`src/rtl/alu_control_seq.sv`:
```
// Registered, valid/ready handshaked ALU control decoder with illegal-op
// detection and an iterative (multi-cycle) multiply mode. Optional counters: ALUCTL_STATS_EN.
module alu_control_seq #(
    parameter int unsigned FUNC_W    = 6,
    parameter int unsigned MC_CYCLES = 4
) (
    input  logic              clk,
    input  logic              rst_n,
    input  logic              in_valid,
    output logic              in_ready,
    input  logic [2:0]        ALUop,
    input  logic [FUNC_W-1:0] func,
    output logic              out_valid,
    input  logic              out_ready,
    output logic [2:0]        ALUctr,
    output logic              illegal,
    output logic              busy
`ifdef ALUCTL_STATS_EN
    ,
    output logic [15:0]       op_count,
    output logic [7:0]        illegal_count
`endif
);

    localparam int unsigned CNT_W = 8;
    localparam int unsigned OPC_W = 16;
    localparam int unsigned ILC_W = 8;

    typedef enum logic [1:0] {
        ST_IDLE  = 2'd0,
        ST_HOLD  = 2'd1,
        ST_MULTI = 2'd2
    } state_e;

    state_e             state_q, state_d;
    logic [2:0]         ctr_q, ctr_d;
    logic               ill_q, ill_d;
    logic [CNT_W-1:0]   cnt_q, cnt_d;

    logic [2:0]         dec_ctr;
    logic               dec_ill;
    logic               dec_multi;
    logic               accept;

    // Opcode decode; R-type uses only func[2:0], upper func bits must be zero
    always_comb begin
        dec_ctr   = 3'b000;
        dec_ill   = 1'b0;
        dec_multi = 1'b0;
        case (ALUop)
            3'b000:  dec_ctr = 3'b000;
            3'b001:  dec_ctr = 3'b010;
            3'b010:  dec_ctr = 3'b000;
            3'b011:  dec_ctr = 3'b110;
            3'b100:  dec_ctr = 3'b111;
            3'b101:  dec_ctr = 3'b101;
            3'b110:  dec_ctr = 3'b100;
            default: begin
                if ((func >> 3) != '0) begin
                    dec_ill = 1'b1;
                end else begin
                    case (func[2:0])
                        3'b000:  dec_ctr = 3'b110;
                        3'b010:  dec_ctr = 3'b010;
                        3'b011:  dec_ctr = 3'b001;
                        3'b100:  dec_ctr = 3'b101;
                        3'b101:  dec_ctr = 3'b111;
                        3'b110: begin
                            dec_ctr   = 3'b011;
                            dec_multi = 1'b1;
                        end
                        default: dec_ill = 1'b1;
                    endcase
                end
            end
        endcase
    end

    // A held result frees the input slot in the same cycle it is consumed
    always_comb begin
        in_ready = 1'b0;
        case (state_q)
            ST_IDLE:  in_ready = 1'b1;
            ST_HOLD:  in_ready = out_ready;
            default:  in_ready = 1'b0;
        endcase
    end

    assign accept = in_valid && in_ready;

    always_comb begin
        state_d = state_q;
        ctr_d   = ctr_q;
        ill_d   = ill_q;
        cnt_d   = cnt_q;
        case (state_q)
            ST_HOLD: begin
                if (out_ready) state_d = ST_IDLE;
            end
            ST_MULTI: begin
                if (cnt_q == '0) begin
                    state_d = ST_HOLD;
                    ill_d   = 1'b0;
                end else begin
                    cnt_d = cnt_q - CNT_W'(1);
                end
            end
            default: ;
        endcase
        // A new op overrides the drain/idle transition above
        if (accept) begin
            ctr_d = dec_ctr;
            ill_d = dec_ill;
            if (dec_multi) begin
                state_d = ST_MULTI;
                cnt_d   = CNT_W'(MC_CYCLES - 1);
            end else begin
                state_d = ST_HOLD;
            end
        end
    end

`ifdef ALUCTL_STATS_EN
    logic [OPC_W-1:0] op_cnt_q;
    logic [ILC_W-1:0] ill_cnt_q;
    logic             consumed;

    assign consumed = out_valid && out_ready;
`endif

    always_ff @(posedge clk or negedge rst_n) begin
        if (!rst_n) begin
            state_q   <= ST_IDLE;
            ctr_q     <= 3'b000;
            ill_q     <= 1'b0;
            cnt_q     <= '0;
`ifdef ALUCTL_STATS_EN
            op_cnt_q  <= '0;
            ill_cnt_q <= '0;
`endif
        end else begin
            state_q   <= state_d;
            ctr_q     <= ctr_d;
            ill_q     <= ill_d;
            cnt_q     <= cnt_d;
`ifdef ALUCTL_STATS_EN
            // Saturating usage counters
            if (consumed) begin
                if (op_cnt_q != '1) op_cnt_q <= op_cnt_q + OPC_W'(1);
                if (ill_q && (ill_cnt_q != '1)) ill_cnt_q <= ill_cnt_q + ILC_W'(1);
            end
`endif
        end
    end

    assign out_valid = (state_q == ST_HOLD);
    assign busy      = (state_q == ST_MULTI);
    assign ALUctr    = ctr_q;
    assign illegal   = ill_q;

`ifdef ALUCTL_STATS_EN
    assign op_count      = op_cnt_q;
    assign illegal_count = ill_cnt_q;
`endif

endmodule
```
`config.mk`:
```
export PLATFORM = sky130hd
export DESIGN_NAME = alu_control_seq
export DESIGN_NICKNAME = d
export VERILOG_FILES = /design/src/rtl/alu_control_seq.sv
export SDC_FILE = /design/constraint.sdc
export NUM_CORES = 1
export LEC_CHECK = 0
export ABC_AREA = 0
export CORE_UTILIZATION = 52
export CTS_CLUSTER_DIAMETER = 100
export CTS_CLUSTER_SIZE = 8
export DETAILED_ROUTE_END_ITERATION = 16
export GPL_ROUTABILITY_DRIVEN = 0
export PLACE_DENSITY = 0.88
export SYNTH_ARGS = -nofsm -noshare
export SYNTH_HDL_FRONTEND = slang
export SYNTH_SLANG_ARGS = --single-unit
```
`constraint.sdc`:
```
create_clock -name clk -period 2.9 [get_ports clk]
set_input_delay 0.435 -clock clk [delete_from_list [all_inputs] [get_ports clk]]
set_output_delay 0.435 -clock clk [all_outputs]
set_load 0.03 [all_outputs]
```
# Yosys cells after proc, flatten, opt, wreduce, memory -nomap -nowiden
# Index checks and enable logic that the tools add are counted.
classes:
  add_sub_neg: 1
  n_mul: 0
  n_div: 0
  magnitude_cmp: 0
  eq_ne: 15
  shifts: 0
  mux: 22
  n_bitwise: 0
  n_reduce_logical: 14
op_table:
  columns: ["op", "n"]
  rows:
  - ["$pmux W3 S6", 2]
  - ["$mux W8", 4]
  - ["$eq A3 B3 Y1 const B", 6]
  - ["$eq A3 B2 Y1 const B", 4]
  - ["$mux W1", 9]
  - ["$logic_not A8 Y1", 1]
  - ["$mux W2", 4]
  - ["$sub A8 B1 Y8 const B", 1]
  - ["$reduce_or A7 Y1", 1]
  - ["$logic_not A3 Y1", 2]
  - ["$ne A3 B1 Y1 const B", 2]
  - ["$reduce_bool A6 Y1", 1]
  - ["$reduce_or A6 Y1", 1]
  - ["$pmux W2 S2", 1]
  - ["$reduce_bool A2 Y1", 2]
  - ["$eq A3 B1 Y1 const B", 1]
  - ["$mux W3", 1]
  - ["$reduce_and A3 Y1", 1]
  - ["$reduce_bool A3 Y1", 1]
  - ["$eq A2 B1 Y1 const B", 1]
  - ["$eq A2 B2 Y1 const B", 1]
  - ["$logic_not A2 Y1", 1]
  - ["$pmux W1 S2", 1]
  - ["$reduce_and A2 Y1", 1]
  - ["other kinds (2)", 2]
totals:
  regBits: 14
  latchBits: 0
  ram_bits: 0
  rom_bits: 0
  in_bits: 13
  output_inout_bits: 7
  word_cells: 56
  memories: 0

# Logic depth before layout (Yosys ltp)
# Gate-level depths: netlist of run 1.
logic_depth:
  ltp_word: 6
  depth_mapped: 6
  mapped_depth_nobuf: 6

# Least setup slack after synthesis of run 1
# Ideal clock, no wire load.
synth_timing:
  path_kind: "register to register"
  from: "reg state_q[1]"
  to: "reg state_q[0]"
  setup_ps: 125
  arrival_ps: 2103
  required_ps: 2775
  setup_slack_ps: 673
  path_stages_with_launch: 7
  path_buffers: 0
  period_less_slack_ps: 2227
  path_cell_list: "dfrtp_1 -> inv_1 -> ha_1 -> a21o_1 -> or4b_4 -> a21boi_0 -> mux2_2"
synth_between:
  elab_chain_len: 5
  elab_cells_between_ends: 11
  cone_classes: "eq/ne: 4; mux: 3; reduce/logical: 4"
synth_lines:
  columns: ["element", "line_no", "text"]
  rows:
  - ["start, declared", "35", "state_e state_q, state_d;"]
  - ["start signal, assigned", "142", "state_q <= state_d;"]
  - ["$eq A2 B1 Y1 *", null, null]
  - ["net out_valid", "13", "output logic out_valid,"]
  - ["$pmux W1 S2 *", "82", "case (state_q)"]
  - ["net in_ready", "10", "output logic in_ready,"]
  - ["$logic_and A1 B1 Y1 *", "89", "assign accept = in_valid && in_ready;"]
  - ["$ne A3 B1 Y1 (no source line) / $reduce_bool A3 Y1 (equally long branches)", null, null]
  - ["$reduce_and A3 Y1 (no source line)", null, null]
# Mark *: on every way through the listed nets, which the timed path passes. The rest lies on a longest branch.
# A chain may end at the register's enable or synchronous reset.

# Worst setup path after layout of run 1
layout_timing:
  from: "reg state_q[1]"
  to: "out in_ready"
layout_between:
  elab_chain_len: 2
  elab_cells_between_ends: 3
  cone_classes: "eq/ne: 1; mux: 1; reduce/logical: 1"
layout_lines:
  columns: ["element", "line_no"]
  rows:
  - ["$eq A2 B1 Y1 / $logic_not A2 Y1 (equally long branches)", "82"]
  - ["$pmux W1 S2 *", "82"]
  - ["end, declared", "10"]
# Every way passes the cells marked *; elsewhere a longest branch is shown, timed or not.

==> key figures, run 1 <==
Status
  – Outcome: finished, final reports clean

Timing
  – Setup ws final: between 0.5 and 0.6 ns
  – Final count of negative-setup-slack endpoints: 0
  – Fin crit period: between 2 and 2.5 ns
  – TNS Setup: 0 ns
  – Fmax achieved: roughly 430 MHz
  – Skew final: slightly above 0.0008 ns
  – Max-slew headroom: between 50% and 60%
  – Final period util: between 80 and 90%
  – Slew @ Worst Pin: around 0.7 ns
  – Final hold vios: 0
  – Max-slew violations: 0
  – Unrepaired setup endpoints after global routing: no

Clock network
  – Post-cts sizing count: 0
  – Clock tree buffer depth: 2
  – Clock Pin Slew Worst Setup and Hold Paths: around 0.080 ns
  – H-tree depth: 1
  – Clock Latency Late Sink: 0.28 ns
  – CTS Hold Bufs: 0
  – Cts bufs inserted: 3
  – CTS root buffer: clkbuf_4
  – Post-CTS setup buffer count: 0
  – CTS tree: yes
  – TritonCTS Sinks: 14

Logic synthesis
  – Synth top cells by count: dfrtp_1, nor2_1, nand2_1
  – Number of synthesized register bits: 14
  – Post-synthesis mux area share: under 10%
  – Share of the synthesized area in the top cell type: between 40% and 50%
  – Simple-gate share of the synthesized area: between 20% and 30%
  – Xor-xnor portion of the synthesized cell area: about a tenth
  – Predominant post-synthesis flop cell: dfrtp_1
  – Mapped Area: approximately 860 µm²
  – Sequential cell area fraction in the yosys report: between 40 and 50%
  – Syn Nets: between 100 and 150
  – Synth area leaders: dfrtp_1, ha_1, xnor2_1, nor2_1, xor2_1
  – Synth Warn #: 0
  – Adder-cell area share of the yosys netlist: 8.76%
  – Ys async rst share: 100%
  – Synth Area in Compound Gates: between 10 and 15%
  – Count of different cell masters after synthesis: 28
  – Most frequent cell after synthesis: dfrtp_1
  – Post-Syn Area per Cell: 9.42 µm²
  – Largest family of logic cells by synthesized area: simple AND/OR/NAND/NOR gates
  – Area leader, netlist: dfrtp_1
  – Mapped Cells: 91
  – EDFF count, synth: 0

Floorplanning
  – Number of cell rows: 14
  – Core box area: 1520 µm²
  – Die area: about 1800 µm²
  – Vert. Die Dim: 42.6 µm
  – Width of the chip: approximately 43 µm
  – Starting Density: a little under three fifths
  – IO Pins: 20

Power and ir drop
  – Flop pwr share: 36.0%
  – Comb pwr share: a little over two fifths
  – Internal: between 400 and 500 µW
  – Sw Share: approximately 37%
  – Leakage: approximately 0.5 nW
  – PD cells: approximately 630 nW/µm²
  – P_sw: ~260 µW
  – Overall Power: 700 µW
  – Clock network power share: between 20% and 30%
  – Peak VDD IR: 481 µV

Place
  – Setup WS pre-CTS: roughly 0.57 ns
  – Input/output buffers: 19
  – Final HPWL DP: roughly 1300 µm

Routing
  – Total Wirelength: around 1700 µm
  – Post-DR vias/cell: 5.65
  – Length of the first detailed-routing pass in iterations: 4
  – Vias: 735
  – DRC violations left: 0
  – DR WL/cell: 13.0 µm
  – DR iter-0 viols: 16
  – ANT nets after route: 0

Global route
  – Initial antenna violation count: 0
  – Number of global-route vias before repair: 707
  – All-Layer GR Usage: between 20 and 25%
  – Global-route wire length before repair: 2970 µm
  – Largest net degree at the start of global routing: 15
  – Gr ovfl total: 0

Finish
  – # fillers: 119
  – N_diodes: 0
  – Nets@finish: approximately 130
  – Area delta synth->final: 28.8%
  – Share of cells above drive strength 1: under 10%

Worst setup path
  – WS Path Type: reg -> out
  – Setup crit start kind: flop
  – Critical path's slowest cell: clkdlybuf4s50_1
  – Critical path, cell by cell: inv_1 -> ha_1 -> a21o_1 -> clkdlybuf4s50_1
  – CP bufs+invs: 2
  – CP max FO: 4
  – Cell count along the critical path: 4
  – Worst EP arrival: 1.90 ns
  – Worst reg2reg path depth: 6
  – Req. time, crit path: 2.47 ns
  – Slowest cell delay on critical path: about 0.68 ns
  – CP Capture Type: output pin
  – Crit path max-delay family: buffers and inverters

Worst hold path
  – WHS Path Cells: 2
  – Hold Crit Class: reg -> reg

Flow run
  – Max cap viols: 0
kinds of logic (layout without fill, tap and decap cells):
logic type,Yosys count,after routing
flip-flops,14,14
buffers and inverters,6,29
multiplexers,2,2
AO/OA/AOI/OAI,15,15
XOR/XNOR,10,10
adder cells (fa/ha/maj),6,6
AND/OR/NAND/NOR,38,38
stage by stage:
| step | hold WS, ns | util (%) | instance area (µm²) | std cells |
|---|---|---|---|---|
| 2_1_floorplan | 0.139 | - | 857 | 91 |
| 5_1_grt | 0.540 | 72.4 | 1100 | 130 |
| 6_report | 0.499 | 72.4 | 1100 | 130 |
| 4_1_cts | 0.506 | 72.4 | 1100 | 130 |
| 3_5_place_dp | 0.470 | 70.0 | 1070 | 126 |
| 3_3_place_gp | 0.464 | 70.0 | 1070 | 126 |
final cells by class:
type / instances / area [µm²] / share of cell area (%)
Timing Repair Buffer: 19 / 190 / 17.2
Tap cell: 16 / 20.0 / 1.81
Sequential cell: 14 / 350 / 31.7
Inverter: 6 / 22.5 / 2.04
Clock buffer: 4 / 36.3 / 3.29
Multi-Input combinational cell: 71 / 484 / 43.9
state kept, by name, indices dropped and copies added (netlist names):
| name | cells |
|---|---|
| ALUctr | 3 |
| cnt_q | 8 |
| illegal | 1 |
| state_q | 2 |
final timing paths:
path / from / end / slack, ns
max in group asynchronous: rst_n / cnt_q[5]$_DFF_PN0_ / 1.98
min in group asynchronous: rst_n / cnt_q[1]$_DFF_PN0_ / 0.52
worst max register to register: state_q[1]$_DFFE_PN0P_ / state_q[0]$_DFFE_PN0P_ / 0.95
worst min-delay path: ALUctr[0]$_DFFE_PN0N_ / ALUctr[0]$_DFFE_PN0N_ / 0.50
worst max-delay path: state_q[1]$_DFFE_PN0P_ / in_ready / 0.56
worst min register to register: ALUctr[0]$_DFFE_PN0N_ / ALUctr[0]$_DFFE_PN0N_ / 0.50
placed cells by master, fill, tap and decap left out, drive strengths merged:
cell type       n
dfrtp          14
nand4b          1
inv             6
nor3            3
clkbuf          4
a21oi           3
mux2i           1
or4b            1
mux2            1
xnor2           6
o211ai          1
a31o            1
nor2b           3
or3             1
nor2           11
xor2            4
nand3           5
o21ai           2
nor4            1
a21o            2
clkdlybuf4s50  19
nor4b           1
o31ai           2
a2bb2oi         2
a221oi          1
a21boi          1
nand2          10
ha              6
nand4           1
routing by layer:
metal  vias up  GRT usage, %  share of wire [%]
met5         -             0                  0
met1       344          25.4                 42
met3         2          3.88                4.3
li1        364             -                  -
met2        25          40.0                 52
met4         0          9.38                1.8
power groups by stage:
stage / combinational [mW] / clock [mW] / sequential (mW)
finish: 0.305 / 0.142 / 0.252
global route: 0.331 / 0.154 / 0.256
CTS: 0.306 / 0.145 / 0.252
detailed placement: 0.303 / 0 / 0.256
global placement: 0.297 / 0 / 0.254
floorplan: 0.157 / 0 / 0.289
worst min-delay path: cells and delay by family, from the launching register on:
kind / cells / cell delay, ns
and+or+nand+nor: 1 / 0.05
AOI/OAI and AO/OA: 1 / 0.06
DFF: 1 / 0.36
No activity file was read; power rests on OpenSTA's default activity.
==> inputs of run 2 (changes only) <==
--- a/config.mk
+++ b/config.mk
@@ -6,12 +6,12 @@
 export NUM_CORES = 1
 export LEC_CHECK = 0
 export ABC_AREA = 0
-export CORE_UTILIZATION = 52
+export CORE_UTILIZATION = 43
 export CTS_CLUSTER_DIAMETER = 100
 export CTS_CLUSTER_SIZE = 8
 export DETAILED_ROUTE_END_ITERATION = 16
 export GPL_ROUTABILITY_DRIVEN = 0
-export PLACE_DENSITY = 0.88
+export PLACE_DENSITY = 0.78
 export SYNTH_ARGS = -nofsm -noshare
 export SYNTH_HDL_FRONTEND = slang
 export SYNTH_SLANG_ARGS = --single-unit
==> constraint.sdc (replaced) <==
create_clock -name clk -period 2.03 [get_ports clk]
set_input_delay 0.3045 -clock clk [delete_from_list [all_inputs] [get_ports clk]]
set_output_delay 0.3045 -clock clk [all_outputs]
set_load 0.03 [all_outputs]
==> key figures, run 2 (synthesis results as in run 1) <==
Worst setup path
  – Critical R2R Launch: state_q[1]$_DFFE_PN0P_ (unchanged)
  – CP max FO: 3 (was 4)
  – Req. time, crit path: 2.20 ns (was 2.47 ns)
  – WS Path Type: in -> reg (was reg -> out)
  – Reg2Reg Setup Slack: 0.20 ns (was 0.95 ns)
  – CP Capture Type: flop (was output pin)
  – Worst EP arrival: 2.07 ns (was 1.90 ns)
  – Worst r2r dst: state_q[0]$_DFFE_PN0P_ (unchanged)
  – Worst reg2reg path depth: 6 (unchanged)
  – Setup crit start kind: primary input (was flop)

Power and ir drop
  – Leakage: 0.571 nW (was 0.499 nW)
  – PD cells: 836 nW/µm² (was 634 nW/µm²)
  – Peak VDD IR: 672 µV (was 481 µV)

Global route
  – Gr ovfl total: 0 (unchanged)
  – Global-route wire length before repair: 2640 µm (was 2970 µm)
  – Initial antenna violation count: 0 (unchanged)
  – Number of global-route vias before repair: 659 (was 707)
  – All-Layer GR Usage: 18.0% (was 22.2%)
  – Largest net degree at the start of global routing: 15 (unchanged)

Finish
  – N_diodes: 0 (unchanged)
  – Most frequent cells in the layout: clkdlybuf4s50_1, dfrtp_1, buf_4 (was clkdlybuf4s50_1, dfrtp_1, nor2_1)
  – Post-route insts no fill: 151 (was 130)
  – Post-route core utilization: 67.4% (was 72.4%)
  – Biggest register: cnt_q (unchanged)
  – Nets@finish: 146 (was 134)
  – Share of cells above drive strength 1: 18.3% (was 7.89%)
  – Area delta synth->final: 41.8% (was 28.8%)
  – Max reg flops: 8 (unchanged)
  – Most common cell after layout, fill and taps aside: clkdlybuf4s50_1 (unchanged)
  – # fillers: 158 (was 119)

Timing
  – Max-slew violations: 0 (unchanged)
  – Final hold vios: 0 (unchanged)
  – Skew final: 0.00603 ns (was 0.000804 ns)
  – Final count of negative-setup-slack endpoints: 0 (unchanged)
  – Fin crit period: ~1.9 ns
  – Slew @ Worst Pin: 0.626 ns (was 0.717 ns)
  – Max-slew headroom: 58.1% (was 51.8%)
  – Final period util: 93.4%
  – TNS Setup: 0 ns (unchanged)
  – Fmax achieved: between 500 and 600 MHz
  – Unrepaired setup endpoints after global routing: no (unchanged)
  – Setup ws final: 0.134 ns (was 0.564 ns)

Floorplanning
  – Number of cell rows: 15 (was 14)
  – Vert. Die Dim: 46.6 µm (was 42.6 µm)
  – Die area: 2180 µm² (was 1810 µm²)
  – Width of the chip: 46.6 µm (was 42.6 µm)
  – Starting Density: 47.6% (was 56.2%)
  – Core box area: 1800 µm² (was 1520 µm²)
  – IO Pins: 20 (unchanged)

Clock network
  – Clock Latency Late Sink: 0.28 ns (about the same)
  – TritonCTS Sinks: 14 (unchanged)
  – CTS Hold Bufs: 0 (unchanged)
  – CTS tree: yes (unchanged)
  – H-tree depth: 1 (unchanged)
  – Clock Pin Slew Worst Setup and Hold Paths: 0.09 ns (was 0.08 ns)
  – CTS root buffer: clkbuf_4 (unchanged)
  – Clock tree buffer depth: 2 (unchanged)
  – Cts bufs inserted: 3 (unchanged)

Routing
  – Length of the first detailed-routing pass in iterations: 4 (unchanged)
  – Vias: 759 (was 735)
  – DR WL/cell: 11.6 µm (was 13.0 µm)
  – ANT nets after route: 0 (unchanged)
  – Total Wirelength: 1750 µm (was 1690 µm)
  – DR iter-0 viols: 10 (was 16)
  – Post-DR vias/cell: 5.03 (was 5.65)
  – DRC violations left: 0 (unchanged)

Flow run
  – Max cap viols: 0 (unchanged)

Place
  – Input/output buffers: 19 (unchanged)
  – Placed cell count: 147 (was 126)
  – Final HPWL DP: 1400 µm (was 1330 µm)
  – Setup WS pre-CTS: -0.175 ns (was 0.566 ns)

Worst hold path
  – Hold Crit Class: in -> async (was reg -> reg)

Status
  – Outcome: finished, final reports clean (unchanged)
==> run 2: cell count changes in the layout (fill, tap and decap cells not counted) <==
cell             before  now
buf_4                 0   12
clkdlybuf4s50_1      19   16
dlygate4sd2_1         0    2
a21o_1                2    1
a21o_4                0    1
dlymetal6s2s_1        0    1
ha_1                  6    5
ha_2                  0    1
==> run 2: metal layers <==
metal / global-route usage, % / vias up / part of all wire [%]
met2: 31.7 / 21 / 51
met4: 12.0 / 0 / 2.6
met1: 19.7 / 347 / 43
met5: 0 / - / 0
li1: - / 387 / -
met3: 2.35 / 4 / 3.1
==> run 2: how the worst max path moves through the flow <==
stage                           startpoint                endpoint  slack [ns]
floorplan           state_q[1]$_DFFE_PN0P_  state_q[0]$_DFFE_PN0P_        0.06
global placement                   func[4]  state_q[0]$_DFFE_PN0P_       -0.11
detailed placement                 func[4]  state_q[0]$_DFFE_PN0P_       -0.18
CTS                 state_q[1]$_DFFE_PN0P_               out_valid        0.02
global route                       func[4]      cnt_q[5]$_DFF_PN0_         0.1
finish                             func[4]  state_q[0]$_DFFE_PN0P_        0.13
==> run 2: report_power, final <==
part	total (mW)	internal, mW	switching [mW]
sequential	0.359	0.326	0.0327
combinational	0.458	0.217	0.241
clock	0.199	0.109	0.0895
total	1.02	0.652	0.363
==> run 2: final cells by class <==
class | count | area (µm²) | area share [%]
sequential | 14 | 350 | 28.8
multi-input combinational | 71 | 494 | 40.7
inverter | 6 | 22.5 | 1.85
tap | 25 | 31.3 | 2.57
timing repair buffer | 31 | 280 | 23.1
clock buffer | 4 | 36.3 | 2.99
==> run 2: critical path, stage by stage <==
cell             delay [ns]
clkdlybuf4s50_1        0.42
or3_4                  0.40
or4b_4                 0.55
a21boi_0               0.13
mux2_2                 0.26
==> run 2: timing repair <==
item | CTS | global route
gates resized for setup | 2 | 1
cloned | 0 | 0
setup buffers | 0 | 0
setup endpoints to repair | 2 | 1
==> run 2: through the flow <==
stage          total power, mW  instance area (µm²)  hold WS [ns]
6_report                  1.02                 1210         0.409
5_1_grt                   1.07                 1210         0.453
4_1_cts                   1.03                 1210         0.421
3_5_place_dp             0.833                 1180         0.472
3_3_place_gp             0.823                 1180         0.464
2_1_floorplan            0.655                  867       0.00891
